$ cat config.mk
export PLATFORM = sky130hd
export DESIGN_NAME = mem_stage_seq
export DESIGN_NICKNAME = d
export VERILOG_FILES = /design/src/rtl/mem_stage_seq.sv
export SDC_FILE = /design/constraint.sdc
export NUM_CORES = 1
export LEC_CHECK = 0
export CORE_UTILIZATION = 48
export CTS_CLUSTER_DIAMETER = 80
export DETAILED_ROUTE_END_ITERATION = 6
export HOLD_SLACK_MARGIN = 0.08
export PLACE_DENSITY_LB_ADDON = 0.15
export SYNTH_ARGS = -nofsm -noshare
export SYNTH_HDL_FRONTEND = slang
export SYNTH_SLANG_ARGS = --single-unit
$ cat constraint.sdc
create_clock -name CLK -period 2.6 [get_ports CLK]
set_input_delay 0.52 -clock CLK [delete_from_list [all_inputs] [get_ports CLK]]
set_output_delay 0.52 -clock CLK [all_outputs]
set_load 0.01 [all_outputs]
$ cat src/rtl/mem_stage_seq.sv
// -----------------------------------------------------------------------------
// mem_stage_seq
//
// Handshaked memory stage between execute and write-back. It owns the stack
// pointer and drives an external data memory through a req/ack port that may
// take any number of cycles to answer. Two-beat stack ops (PUSH2/POP2) move
// 2*DATA_W bits as two consecutive word accesses. Write-back control and the
// ALU result are captured with the op and presented with the result pulse.
//
// Handshake semantics (upstream and memory side):
//   - An op transfers on a rising edge where in_valid=1 and in_ready=1.
//     While in_ready=0 the stage ignores in_valid and upstream must hold.
//   - A memory beat completes on a rising edge where mem_req=1 and mem_ack=1.
//     mem_addr/mem_we/mem_wdata stay stable from the first req cycle until
//     that edge. mem_ack with mem_req=0 has no effect.
//   - out_valid is a one-cycle pulse with no backpressure.
//
// Ports:
//   CLK, Reset          clock (rising edge), synchronous active-high reset
//   in_valid/in_ready   upstream handshake
//   op                  0 NONE, 1 LOAD, 2 STORE, 3 PUSH, 4 POP, 5 PUSH2,
//                       6 POP2, 7 reserved (behaves as NONE)
//   alu_addr            ALU result; zero-extended address for LOAD/STORE
//   wdata               store/push data (single-beat ops use the low word)
//   wb_in               write-back control, passed through
//   out_valid           one-cycle result pulse
//   out_rdata           read data (0 for non-reads), held between pulses
//   out_alu, out_wb     captured alu_addr / wb_in
//   sp                  committed stack pointer
//   mem_req/mem_we/mem_addr/mem_wdata/mem_rdata/mem_ack  memory port
//   dbg_state           current FSM state (IDLE=0, BEAT0=1, BEAT1=2)
// -----------------------------------------------------------------------------
module mem_stage_seq #(
    parameter int unsigned       DATA_W  = 16,
    parameter int unsigned       ADDR_W  = 20,
    parameter int unsigned       WB_W    = 10,
    parameter logic [ADDR_W-1:0] SP_INIT = {ADDR_W{1'b1}}
) (
    input  logic                CLK,
    input  logic                Reset,
    input  logic                in_valid,
    output logic                in_ready,
    input  logic [2:0]          op,
    input  logic [DATA_W-1:0]   alu_addr,
    input  logic [2*DATA_W-1:0] wdata,
    input  logic [WB_W-1:0]     wb_in,
    output logic                out_valid,
    output logic [2*DATA_W-1:0] out_rdata,
    output logic [DATA_W-1:0]   out_alu,
    output logic [WB_W-1:0]     out_wb,
    output logic [ADDR_W-1:0]   sp,
    output logic                mem_req,
    output logic                mem_we,
    output logic [ADDR_W-1:0]   mem_addr,
    output logic [DATA_W-1:0]   mem_wdata,
    input  logic [DATA_W-1:0]   mem_rdata,
    input  logic                mem_ack,
    output logic [1:0]          dbg_state
);

    localparam logic [2:0] OP_NONE  = 3'd0;
    localparam logic [2:0] OP_LOAD  = 3'd1;
    localparam logic [2:0] OP_STORE = 3'd2;
    localparam logic [2:0] OP_PUSH  = 3'd3;
    localparam logic [2:0] OP_POP   = 3'd4;
    localparam logic [2:0] OP_PUSH2 = 3'd5;
    localparam logic [2:0] OP_POP2  = 3'd6;

    localparam logic [ADDR_W-1:0] SP_ONE = ADDR_W'(1);
    localparam logic [ADDR_W-1:0] SP_TWO = ADDR_W'(2);

    typedef enum logic [1:0] {
        ST_IDLE  = 2'd0,
        ST_BEAT0 = 2'd1,
        ST_BEAT1 = 2'd2
    } state_e;

    state_e state_q, state_d;

    // Committed stack pointer and the value it takes when the op completes.
    logic [ADDR_W-1:0] sp_q, sp_d;
    logic [ADDR_W-1:0] sp_pend_q, sp_pend_d;

    // Captured op attributes and per-beat address/data.
    logic              two_beat_q, two_beat_d;
    logic              write_q, write_d;
    logic              read_q, read_d;
    logic [ADDR_W-1:0] addr0_q, addr0_d;
    logic [ADDR_W-1:0] addr1_q, addr1_d;
    logic [DATA_W-1:0] wd0_q, wd0_d;
    logic [DATA_W-1:0] wd1_q, wd1_d;

    // Beat-0 read data of a POP2, held until the second beat completes.
    logic [DATA_W-1:0] rd_lo_q, rd_lo_d;

    // Result registers.
    logic                out_valid_q, out_valid_d;
    logic [2*DATA_W-1:0] out_rdata_q, out_rdata_d;
    logic [DATA_W-1:0]   out_alu_q, out_alu_d;
    logic [WB_W-1:0]     out_wb_q, out_wb_d;

    // ------------------------------------------------------------------
    // Op decode against the committed SP. Only used while IDLE, when no
    // access is in flight, so sp_q is the SP the new op must see.
    // ------------------------------------------------------------------
    logic              dec_mem;
    logic              dec_two_beat;
    logic              dec_write;
    logic              dec_read;
    logic [ADDR_W-1:0] dec_addr0;
    logic [ADDR_W-1:0] dec_addr1;
    logic [DATA_W-1:0] dec_wd0;
    logic [DATA_W-1:0] dec_wd1;
    logic [ADDR_W-1:0] dec_sp_next;

    always_comb begin
        dec_mem      = 1'b0;
        dec_two_beat = 1'b0;
        dec_write    = 1'b0;
        dec_read     = 1'b0;
        dec_addr0    = sp_q;
        dec_addr1    = sp_q;
        dec_wd0      = wdata[DATA_W-1:0];
        dec_wd1      = wdata[DATA_W-1:0];
        dec_sp_next  = sp_q;
        unique case (op)
            OP_LOAD: begin
                dec_mem   = 1'b1;
                dec_read  = 1'b1;
                dec_addr0 = ADDR_W'(alu_addr);
            end
            OP_STORE: begin
                dec_mem   = 1'b1;
                dec_write = 1'b1;
                dec_addr0 = ADDR_W'(alu_addr);
            end
            OP_PUSH: begin
                dec_mem     = 1'b1;
                dec_write   = 1'b1;
                dec_addr0   = sp_q;
                dec_sp_next = sp_q - SP_ONE;
            end
            OP_POP: begin
                dec_mem     = 1'b1;
                dec_read    = 1'b1;
                dec_addr0   = sp_q + SP_ONE;
                dec_sp_next = sp_q + SP_ONE;
            end
            OP_PUSH2: begin
                // High word goes to the higher address so POP2 reassembles
                // the value in the same order.
                dec_mem      = 1'b1;
                dec_two_beat = 1'b1;
                dec_write    = 1'b1;
                dec_addr0    = sp_q;
                dec_addr1    = sp_q - SP_ONE;
                dec_wd0      = wdata[2*DATA_W-1:DATA_W];
                dec_wd1      = wdata[DATA_W-1:0];
                dec_sp_next  = sp_q - SP_TWO;
            end
            OP_POP2: begin
                dec_mem      = 1'b1;
                dec_two_beat = 1'b1;
                dec_read     = 1'b1;
                dec_addr0    = sp_q + SP_ONE;
                dec_addr1    = sp_q + SP_TWO;
                dec_sp_next  = sp_q + SP_TWO;
            end
            default: begin
                // OP_NONE and the reserved encoding pass straight through.
            end
        endcase
    end

    // ------------------------------------------------------------------
    // Control strobes
    // ------------------------------------------------------------------
    logic accept;
    logic beat0_ack;
    logic final_ack;

    assign accept    = in_valid && (state_q == ST_IDLE);
    assign beat0_ack = mem_ack && (state_q == ST_BEAT0);
    assign final_ack = mem_ack && (((state_q == ST_BEAT0) && !two_beat_q) ||
                                   (state_q == ST_BEAT1));

    // ------------------------------------------------------------------
    // FSM next state
    // ------------------------------------------------------------------
    always_comb begin
        state_d = state_q;
        unique case (state_q)
            ST_IDLE: begin
                if (in_valid && dec_mem) begin
                    state_d = ST_BEAT0;
                end
            end
            ST_BEAT0: begin
                if (mem_ack) begin
                    state_d = two_beat_q ? ST_BEAT1 : ST_IDLE;
                end
            end
            ST_BEAT1: begin
                if (mem_ack) begin
                    state_d = ST_IDLE;
                end
            end
            default: state_d = ST_IDLE;
        endcase
    end

    // ------------------------------------------------------------------
    // Datapath next state
    // ------------------------------------------------------------------
    always_comb begin
        two_beat_d  = two_beat_q;
        write_d     = write_q;
        read_d      = read_q;
        addr0_d     = addr0_q;
        addr1_d     = addr1_q;
        wd0_d       = wd0_q;
        wd1_d       = wd1_q;
        sp_pend_d   = sp_pend_q;
        rd_lo_d     = rd_lo_q;
        sp_d        = sp_q;
        out_valid_d = 1'b0;
        out_rdata_d = out_rdata_q;
        out_alu_d   = out_alu_q;
        out_wb_d    = out_wb_q;

        if (accept) begin
            two_beat_d = dec_two_beat;
            write_d    = dec_write;
            read_d     = dec_read;
            addr0_d    = dec_addr0;
            addr1_d    = dec_addr1;
            wd0_d      = dec_wd0;
            wd1_d      = dec_wd1;
            sp_pend_d  = dec_sp_next;
            out_alu_d  = alu_addr;
            out_wb_d   = wb_in;
            if (!dec_mem) begin
                out_valid_d = 1'b1;
                out_rdata_d = '0;
            end
        end

        if (beat0_ack) begin
            rd_lo_d = mem_rdata;
        end

        // SP and the visible result change together, only when the last
        // beat completes; a partial two-beat op never moves SP.
        if (final_ack) begin
            out_valid_d = 1'b1;
            sp_d        = sp_pend_q;
            if (!read_q) begin
                out_rdata_d = '0;
            end else if (two_beat_q) begin
                out_rdata_d = {mem_rdata, rd_lo_q};
            end else begin
                out_rdata_d = {{DATA_W{1'b0}}, mem_rdata};
            end
        end
    end

    // ------------------------------------------------------------------
    // Registers
    // ------------------------------------------------------------------
    always_ff @(posedge CLK) begin
        if (Reset) begin
            state_q     <= ST_IDLE;
            sp_q        <= SP_INIT;
            sp_pend_q   <= SP_INIT;
            two_beat_q  <= 1'b0;
            write_q     <= 1'b0;
            read_q      <= 1'b0;
            addr0_q     <= '0;
            addr1_q     <= '0;
            wd0_q       <= '0;
            wd1_q       <= '0;
            rd_lo_q     <= '0;
            out_valid_q <= 1'b0;
            out_rdata_q <= '0;
            out_alu_q   <= '0;
            out_wb_q    <= '0;
        end else begin
            state_q     <= state_d;
            sp_q        <= sp_d;
            sp_pend_q   <= sp_pend_d;
            two_beat_q  <= two_beat_d;
            write_q     <= write_d;
            read_q      <= read_d;
            addr0_q     <= addr0_d;
            addr1_q     <= addr1_d;
            wd0_q       <= wd0_d;
            wd1_q       <= wd1_d;
            rd_lo_q     <= rd_lo_d;
            out_valid_q <= out_valid_d;
            out_rdata_q <= out_rdata_d;
            out_alu_q   <= out_alu_d;
            out_wb_q    <= out_wb_d;
        end
    end

    // ------------------------------------------------------------------
    // Outputs. Memory-side signals come straight from the state and the
    // captured beat registers, so they stay stable until the ack edge.
    // ------------------------------------------------------------------
    assign in_ready  = (state_q == ST_IDLE);
    assign mem_req   = (state_q != ST_IDLE);
    assign mem_we    = mem_req && write_q;
    assign mem_addr  = (state_q == ST_BEAT1) ? addr1_q : addr0_q;
    assign mem_wdata = (state_q == ST_BEAT1) ? wd1_q : wd0_q;

    assign out_valid = out_valid_q;
    assign out_rdata = out_rdata_q;
    assign out_alu   = out_alu_q;
    assign out_wb    = out_wb_q;
    assign sp        = sp_q;
    assign dbg_state = state_q;

endmodule

Yosys cells after proc, flatten, opt, wreduce, memory -nomap -nowiden
Index checks and enable logic that the tools add are counted.
{"block": "op_classes", "n_eq_ne": 12, "n_addsub": 4, "muxes": 23, "n_reduce_logical": 19}
{"operator": "32-bit 2-to-1 mux", "count": 5}
{"operator": "20-bit case mux with 2 select lines", "count": 2}
{"operator": "20-bit case mux with 4 select lines", "count": 1}
{"operator": "16-bit 2-to-1 mux", "count": 2}
{"operator": "20-bit by 1-bit adder with 20-bit output (second input constant)", "count": 1}
{"operator": "20-bit by 2-bit adder with 20-bit output (second input constant)", "count": 1}
{"operator": "20-bit 2-to-1 mux", "count": 1}
{"operator": "20-bit by 1-bit subtractor with 20-bit output (second input constant)", "count": 1}
{"operator": "20-bit by 2-bit subtractor with 20-bit output (second input constant)", "count": 1}
{"operator": "3-bit == test (second input constant)", "count": 3}
{"operator": "2-bit 2-to-1 mux", "count": 4}
{"operator": "1-bit 2-to-1 mux", "count": 7}
{"operator": "3-bit by 2-bit == test with 1-bit output (second input constant)", "count": 2}
{"operator": "1-bit logical AND", "count": 6}
{"operator": "2-bit case mux with 3 select lines", "count": 1}
{"operator": "2-bit OR reduction", "count": 3}
{"operator": "3-bit OR reduction", "count": 2}
{"operator": "6-bit OR reduction", "count": 1}
{"operator": "2-bit by 1-bit != test with 1-bit output (second input constant)", "count": 2}
{"operator": "2-bit != test (second input constant)", "count": 2}
{"operator": "2-bit nonzero test", "count": 2}
{"operator": "3-bit by 1-bit == test with 1-bit output (second input constant)", "count": 1}
{"operator": "3-bit AND reduction", "count": 1}
{"operator": "2-bit by 1-bit == test with 1-bit output (second input constant)", "count": 1}
{"operator": "other kinds (5)", "count": 5}
{"block": "totals", "out_inout_bits": 120, "wordCells": 73, "inputBits": 81, "reg_bits": 192}

Longest topological paths before layout
{"block": "logic_depth", "word_depth": 6, "ltp_mapped": 11, "depth_no_buf": 8}

Least setup slack after synthesis
OpenSTA, ideal clock, no wires.
{"block": "synth_timing", "path_type": "register -> register", "startpoint": "reg sp_q[2], in the netlist sp[2]", "endpoint": "reg addr1_q[15]", "stages_incl_launch_ff": 11, "setup_time_ns": 0.132, "required_ns": 2.468, "path_slack_ns": -0.072, "t_arrival_ns": 2.540, "cell_sequence": "dfxtp_1 > clkbuf_1 > clkbuf_1 > inv_1 > ha_1 > a21boi_0 > nand4_4 > nor2_1 > o21ai_0 > a2111oi_0 > nor3_1"}
{"block": "synth_via", "elab_chain_cells": 2}
{"item": "from (decl)", "line": "81", "text": "logic [ADDR_W-1:0] sp_q, sp_d;"}
{"item": "from (signal assigned)", "line": "289", "text": "sp_q <= sp_d;"}
{"item": "20-bit by 2-bit adder with 20-bit output / 20-bit by 1-bit subtractor with 20-bit output (equally long branches)", "line": "166, 156"}
{"item": "20-bit case mux with 2 select lines (*)", "line": "126", "text": "unique case (op)"}
{"item": "to (signal assigned)", "line": "295", "text": "addr1_q <= addr1_d;"}
{"item": "to (decl)", "line": "89", "text": "logic [ADDR_W-1:0] addr1_q, addr1_d;"}
Mark *: on every way between the ends. The rest lies on a longest branch, timed or not.
A chain may end at the register's enable or synchronous reset.

Worst setup path after layout
{"block": "layout_timing", "startpoint": "reg state_q[1], in the netlist dbg_state[1]", "endpoint": "out mem_addr[4]"}
{"block": "layout_via", "elab_chain_cells": 2}
{"item": "from (decl)", "line": "78", "text": "state_e state_q, state_d;"}
{"item": "from (signal assigned)", "line": "288", "text": "state_q <= state_d;"}
{"item": "2-bit == test", "line": "313", "text": "assign mem_addr = (state_q == ST_BEAT1) ? addr1_q : addr0_q;"}
{"item": "20-bit 2-to-1 mux", "line": "313"}
{"item": "to (decl)", "line": "54", "text": "output logic [ADDR_W-1:0] mem_addr,"}
No other way between the ends.

==> flow_metrics.tcl <==
set metrics [dict create \
    status "complete, no violations" \
    ys_ff_latch 192 \
    finalHoldViolCount 0 \
    final_area_um2 14500 \
    grt_max_degree 85 \
    start_util_pct 49.4 \
    cp.required_ns 2.08 \
    grt_overflow 0 \
    syn_area_um2 10500 \
    yosys.area.top_type "dfxtp_1" \
    dp_hpwl_um 31900 \
    critical_path_class "reg2out" \
    rows 53 \
    cts_buffer_depth 2 \
    worstPathMaxFanout 18 \
    final.period_utilization_pct 98.6 \
    r2r_slack_ns 0.07 \
    h-tree-depth 4 \
    grt_pass1_vias 11451 \
    end_kind "primary output" \
    crit_path_max_incr_delay_ns 0.53 \
    grt_pass1_wl_um 66800 \
    drt_iter0_drc 1465 \
    maxSlewViolCount 0 \
    clock_sinks 192 \
    port_buffers 200 \
    cp_common_cell "nand2_1" \
    startpoint "dbg_state[1]$_SDFFE_PP0P_" \
    insertion_delay_ns 0.45 \
    syn_inst 1465 \
    area_growth_pct 37.5 \
    crit_chain "nor2b_4, buf_12, buf_16, nand2_1, nand2_1, clkdlybuf4s50_1" \
    mappedNetlistNets 1551 \
    vias 12416 \
    synthFlopType "dfxtp_1" \
    hold_class "reg2reg" \
    drt.antenna.violating_nets 0 \
    nNetsFinal 1806 \
    seq_area_um2 3850 \
    root_buffer "clkbuf_16" \
    r2r-end "addr1_q[15]$_SDFFE_PP0P_" \
    slew_headroom_pct 43.2 \
    cts_inserted_buffers 17 \
    fin_skew_ns 0.0207 \
    gp_congestion 1.01 \
    fmax_mhz 390 \
    avgSynthCellArea_um2 7.18 \
    antenna_cells 0 \
    drive_gt1_share_pct 14.5 \
    core_area_um2 21300 \
    worstReg2RegStart "sp[1]$_SDFFE_PP1P_" \
    route.detailed.drc 0 \
    holdBufCountCts 0 \
    seq_area_frac_synth_pct 36.5 \
    multi_input_area_um2 6160 \
    grt_usage_pct 39.2 \
    antenna_found_initial 0 \
    placed_cell_area_um2 13700 \
    rsz0062_at_grt "true" \
    dr.pass1.iters 6 \
    synth_edf_count 0 \
    cts_tree "built" \
    dieArea_um2 22500 \
    crit_arrival_ns 2.04 \
    wl_um 44600 \
    pre_cts_ws_ns -0.163 \
    fin_util_pct 68.0 \
    setup_tns_ns 0 \
    synth_async_sr_flop_share_pct 0 \
    n_fill_cell 1783 \
    die_x_um 150 \
    die_y_um 150 \
    clkTransAtPathRegs_ns 0.08 \
    p_per_area_nw_per_um2 566 \
    io_pins 201 \
    yosys_warnings 0 \
    ys_top_cells_by_area "dfxtp_1 (37%), nand2_1 (13%), nor2_1 (6.3%)" \
    leakage_nw 6.03 \
    yosys.area.top_type_share_pct 36.5 \
    setup_viol 0 \
    setup_ws_ns 0.0359 \
    timing.hold.ws_ns 0.457 \
    critPathLaunchType "flip-flop" \
    yosys.cell_types.count 78 \
    viasPerCell 6.18 \
    worstRegToRegCells 10 \
    timing.final.crit_period_ns 2.56 \
    max-cap-violations 0 \
    vdd_drop_max_mv 0.369 \
    cp_slowest_cell "clkdlybuf4s50_1" \
    wire_per_inst_um 22.2 \
    worst_pin_slew_ns 0.846 \
    worstSetupEndpoint "mem_addr[4]" \
]
worst min-delay path by stage:
stage / start / endpoint / cells past startpoint
detailed placement: wd1_q[0]$_SDFFE_PP0P_ / wd1_q[0]$_SDFFE_PP0P_ / 2
finish: out_wb[1]$_SDFFE_PP0P_ / out_wb[1]$_SDFFE_PP0P_ / 2
CTS: out_wb[1]$_SDFFE_PP0P_ / out_wb[1]$_SDFFE_PP0P_ / 2
floorplan: addr1_q[7]$_SDFFE_PP0P_ / addr1_q[7]$_SDFFE_PP0P_ / 1
global placement: rd_lo_q[14]$_SDFFE_PP0P_ / rd_lo_q[14]$_SDFFE_PP0P_ / 2
global route: wd1_q[5]$_SDFFE_PP0P_ / wd1_q[5]$_SDFFE_PP0P_ / 2
metal layers:
layer	vias up	wire length, um	GRT usage, %
li1	5636	-	-
met1	5838	18100	53.4
met2	809	20000	60.3
met3	133	5030	8.87
met4	0	1500	14.3
met5	-	0	0
worst max-delay path, delay by kind of cell, from the launching register on:
family / cells / cell delay [ns]
buffers and inverters: 3 / 0.84
flip-flops: 1 / 0.40
AND/OR/NAND/NOR: 3 / 0.35
cell usage in the layout (no fill, tap or decap), drive strengths merged, types with 6 or more instances in the layout:
cell type | netlist | final
a221o | 7 | 7
nand3 | 16 | 16
a21oi | 123 | 123
buf | 23 | 167
o21ai | 62 | 62
a31oi | 11 | 11
nand2 | 365 | 365
xnor2 | 18 | 18
inv | 10 | 15
nand2b | 12 | 12
clkbuf | 108 | 18
nand4 | 10 | 10
dlygate4sd2 | 0 | 9
nor4 | 15 | 15
a311oi | 26 | 26
a211oi | 18 | 18
or4 | 6 | 6
dlymetal6s2s | 0 | 9
a22oi | 38 | 38
nor2 | 177 | 177
or3 | 8 | 8
clkinv | 1 | 11
dfxtp | 192 | 192
and2 | 8 | 8
clkdlybuf4s50 | 0 | 181
xor2 | 12 | 12
nand3b | 21 | 21
and3 | 11 | 11
o211ai | 7 | 7
nor3 | 38 | 38
a2111oi | 8 | 8
mux2 | 16 | 16
o22ai | 15 | 15
kinds of logic after synthesis:
group                      after synthesis  synth area share, %
adders and majority gates                5                0.595
muxes                                   18                 1.90
and+or+nand+nor                        704                 29.8
xor gates and xnor gates                30                 2.50
AOI/OAI and AO/OA                      374                 23.3
DFF                                    192                 36.5
buffers and inverters                  142                 5.36
synth_stat cells (7+ instances only):
cell and count:
clkbuf_1 108, a2111oi_0 7, nand3b_1 21, nand4_1 7
a311oi_1 26, a31oi_1 11, and3_1 11, a221o_1 7
buf_2 10, dfxtp_1 192, nand3_1 16, or3_1 7
nor2_1 176, inv_1 10, o22ai_1 15, o21ai_0 59
nand2b_1 12, a22oi_1 38, xnor2_1 18, buf_1 9
nor3_1 35, a211oi_1 17, mux2_2 16, o211ai_1 7
and2_1 8, nor4_1 13, xor2_1 12, a21oi_1 122
nand2_1 365
registers in the layout (all words and copies together) (netlist names):
signal      flops
addr0_q        20
addr1_q        20
dbg_state       2
out_alu        16
out_rdata      32
out_valid       1
out_wb         10
rd_lo_q        16
read_q          1
sp             20
sp_pend_q      20
two_beat_q      1
wd0_q          16
wd1_q          16
write_q         1
where the power goes:
group | leakage, nW | total (mW) | internal (mW) | switching [mW]
clock | 0.297 | 2.72 | 1.31 | 1.41
combinational | 4.15 | 2.18 | 0.945 | 1.24
sequential | 1.58 | 3.28 | 3.13 | 0.153
total | 6.03 | 8.18 | 5.39 | 2.80
area by class of cell:
type                       instances  share of cell area (%)
tap                              275                    2.38
clock buffer                      17                    2.94
clock inverter                    15                    1.30
multi-input combinational       1131                    42.6
timing repair buffer             367                    23.9
sequential                       192                    26.6
inverter                          11                   0.285
what timing repair did:
action                                  4_1_cts  5_1_grt
gates resized for setup                      14       18
cloned                                        1        1
endpoints found under the setup margin       24       20
buffers inserted                              0        2
per-stage QoR:
stage / power (mW) / cells
floorplan: 4.40 / 1465
finish: 8.18 / 2008
global placement: 5.44 / 1972
global route: 8.49 / 2008
detailed placement: 5.46 / 1972
CTS: 8.14 / 2005
(Power assumes the default switching activity.)
==> RTL change: new RTL, config.mk and constraints unchanged <==
Take the reset off `addr0_q`, `addr1_q`, `wd0_q`, `wd1_q` and `out_rdata_q` and load them in a clocked block of their own.
--- a/src/rtl/mem_stage_seq.sv
+++ b/src/rtl/mem_stage_seq.sv
@@ -275,13 +275,8 @@
             two_beat_q  <= 1'b0;
             write_q     <= 1'b0;
             read_q      <= 1'b0;
-            addr0_q     <= '0;
-            addr1_q     <= '0;
-            wd0_q       <= '0;
-            wd1_q       <= '0;
             rd_lo_q     <= '0;
             out_valid_q <= 1'b0;
-            out_rdata_q <= '0;
             out_alu_q   <= '0;
             out_wb_q    <= '0;
         end else begin
@@ -291,16 +286,19 @@
             two_beat_q  <= two_beat_d;
             write_q     <= write_d;
             read_q      <= read_d;
-            addr0_q     <= addr0_d;
-            addr1_q     <= addr1_d;
-            wd0_q       <= wd0_d;
-            wd1_q       <= wd1_d;
             rd_lo_q     <= rd_lo_d;
             out_valid_q <= out_valid_d;
-            out_rdata_q <= out_rdata_d;
             out_alu_q   <= out_alu_d;
             out_wb_q    <= out_wb_d;
         end
+    end
+
+    always_ff @(posedge CLK) begin
+        addr0_q     <= addr0_d;
+        addr1_q     <= addr1_d;
+        wd0_q       <= wd0_d;
+        wd1_q       <= wd1_d;
+        out_rdata_q <= out_rdata_d;
     end
 
     // ------------------------------------------------------------------
Formal check against the unedited RTL: not equivalent (Yosys sat finds a counterexample within 4 cycles, from zero or initial values and one cycle with Reset high).
==> RTL change against the original RTL <==
Routed wire length decreased by 21%; setup slack better by 0.061 ns; first-iteration DRC count shrank 40%; hold slack worse by 0.0021 ns; area after synthesis is 2.9% lower; cell area decreased by 2.7%; via count is 20% lower; sequential cell count unchanged; critical path depth grew 1; power decreased by 1.6%; highest routed layer unchanged.
==> RTL change: results (changes against the original RTL) <==
Status:
- Outcome: completed (unchanged).

GRT:
- The global-route wire length before repair is 54200 um (was 66800 um).
- The aggregate global-route resource usage is 32.8% (was 39.2%).
- The number of antenna violations at the first check in global routing came to 1 (was 0).
- The maximum number of pins on one net before global-route repair is 54 (was 85).
- The routing usage on met1 is 43.6% (was 53.4%).

Layout:
- The fraction of final layout cells with drive strength greater than 1 is 17.1% (was 14.5%).
- The layout net count is 1504 (was 1806).

Logic synthesis:
- Dominant cells by area after synthesis: sky130_fd_sc_hd__edfxtp_1 (31%), sky130_fd_sc_hd__dfxtp_1 (17%), sky130_fd_sc_hd__nand2_1 (8.6%) (was sky130_fd_sc_hd__dfxtp_1 (37%), sky130_fd_sc_hd__nand2_1 (13%), sky130_fd_sc_hd__nor2_1 (6.3%)).
- The primary flip-flop cell chosen by synthesis mapping is sky130_fd_sc_hd__edfxtp_1 (was sky130_fd_sc_hd__dfxtp_1).
- The synthesized netlist net count is 1233 (was 1551).
- The number of distinct standard cells referenced by the synthesized netlist is 71 (was 78).

Worst setup path:
- The timing endpoint of the critical path is sp_pend_q[17] (was mem_addr[4]).
- The endpoint arrival time on the critical path is 2.84 ns (was 2.04 ns).
- The path depth of the worst reg2reg path is 7 (was 10).
- The setup slack on the worst flop-to-flop path is 0.1 ns (was 0.07 ns).
- The most common cell type on the critical path is sky130_fd_sc_hd__a211oi_1 (was sky130_fd_sc_hd__nand2_1).
- The maximum fanout along the worst path came to 6 (was 18).
- The delay of the slowest cell on the worst path was 0.68 ns (was 0.53 ns).
- The startpoint of the worst register-to-register path is sp[7] (was sp[1]).

Route:
- The via-per-instance ratio is 5.81 (was 6.18).
- The detailed-route wire length came to 35400 um (was 44600 um).
- The sum of routed wire segments on met1 is 14900 um (was 18100 um).
- The first-pass iteration count of the detailed router is 7 (was 6).

Power:
- The peak supply drop is 0.520 mV (was 0.369 mV).

Place:
- The final HPWL from detailed placement was 25500 um (was 31900 um).
-- RTL change: cell count changes in the layout (fill, tap and decap cells not counted), sizes merged, moves of 24 or more --
cell	unedited run	this run
a22oi	38	10
nor2	177	62
nand2	365	233
a311oi	26	1
nand3	16	40
edfxtp	0	104
a21oi	123	85
dlygate4sd2	9	36
dfxtp	192	88
-- RTL change: cell families after synthesis --
kind of cell / share of synthesized area [%]
compound gates: 17.3
xor+xnor: 2.66
fa+ha+maj: 0.612
buf+inv: 4.44
flops: 47.8
mux: 5.63
simple gates: 21.5
-- RTL change: cell type report --
type	count	area, sq um
inverters	13	51.3
multi-input cells	840	4910
clock inverters	14	166
clock buffers	18	439
repair buffers	354	3280
flip-flops and latches	192	4890
fillers	1750	6880
diodes	1	2.50
well taps	275	344
-- RTL change: what timing repair did --
| item | 4_1_cts | 5_1_grt |
|---|---|---|
| resized for setup | 40 | 0 |
| setup endpoints to repair | 36 | 0 |
| buffers inserted | 3 | 0 |
| hold buffers | 0 | 0 |
-- RTL change: how the worst min path moves through the flow --
| stage | end | slack, ns | cells after the start | start |
|---|---|---|---|---|
| 2_1_floorplan | sp[5] | 0.43 | 2 | sp_pend_q[5] |
| 3_3_place_gp | out_wb[3] | 0.44 | 2 | out_wb[3] |
| 3_5_place_dp | out_alu[3] | 0.45 | 2 | out_alu[3] |
| 4_1_cts | out_alu[3] | 0.46 | 2 | out_alu[3] |
| 5_1_grt | out_wb[3] | 0.48 | 2 | out_wb[3] |
| 6_report | out_alu[3] | 0.45 | 2 | out_alu[3] |
-- RTL change: critical path, delay by kind of cell, from the launching register on --
family,cells,cell delay (ns)
AO/OA/AOI/OAI,3,0.81
AND/OR/NAND/NOR,2,0.78
flip-flops,1,0.48
buffers and inverters,1,0.20
XOR/XNOR,1,0.12
-- RTL change: report_power, final --
group | internal [mW] | total (mW) | switching [mW] | leakage, nW
Clock | 1.32 | 2.67 | 1.35 | 0.291
Combinational | 0.832 | 1.84 | 1.01 | 3.36
Sequential | 3.43 | 3.53 | 0.101 | 1.72
Total | 5.59 | 8.05 | 2.46 | 5.37
-- RTL change: through the flow --
step / instance area [sq um] / setup WS [ns] / power, mW / hold WS (ns) / instances
finish: 14100 / 0.0965 / 8.05 / 0.455 / 1707
floorplan: 10200 / 0.0208 / 4.50 / 0.432 / 1147
detailed placement: 13400 / -0.226 / 5.45 / 0.446 / 1670
global placement: 13400 / -0.129 / 5.42 / 0.441 / 1670
global route: 14100 / 0.0483 / 8.34 / 0.475 / 1707
CTS: 14100 / 0.102 / 8.05 / 0.456 / 1706
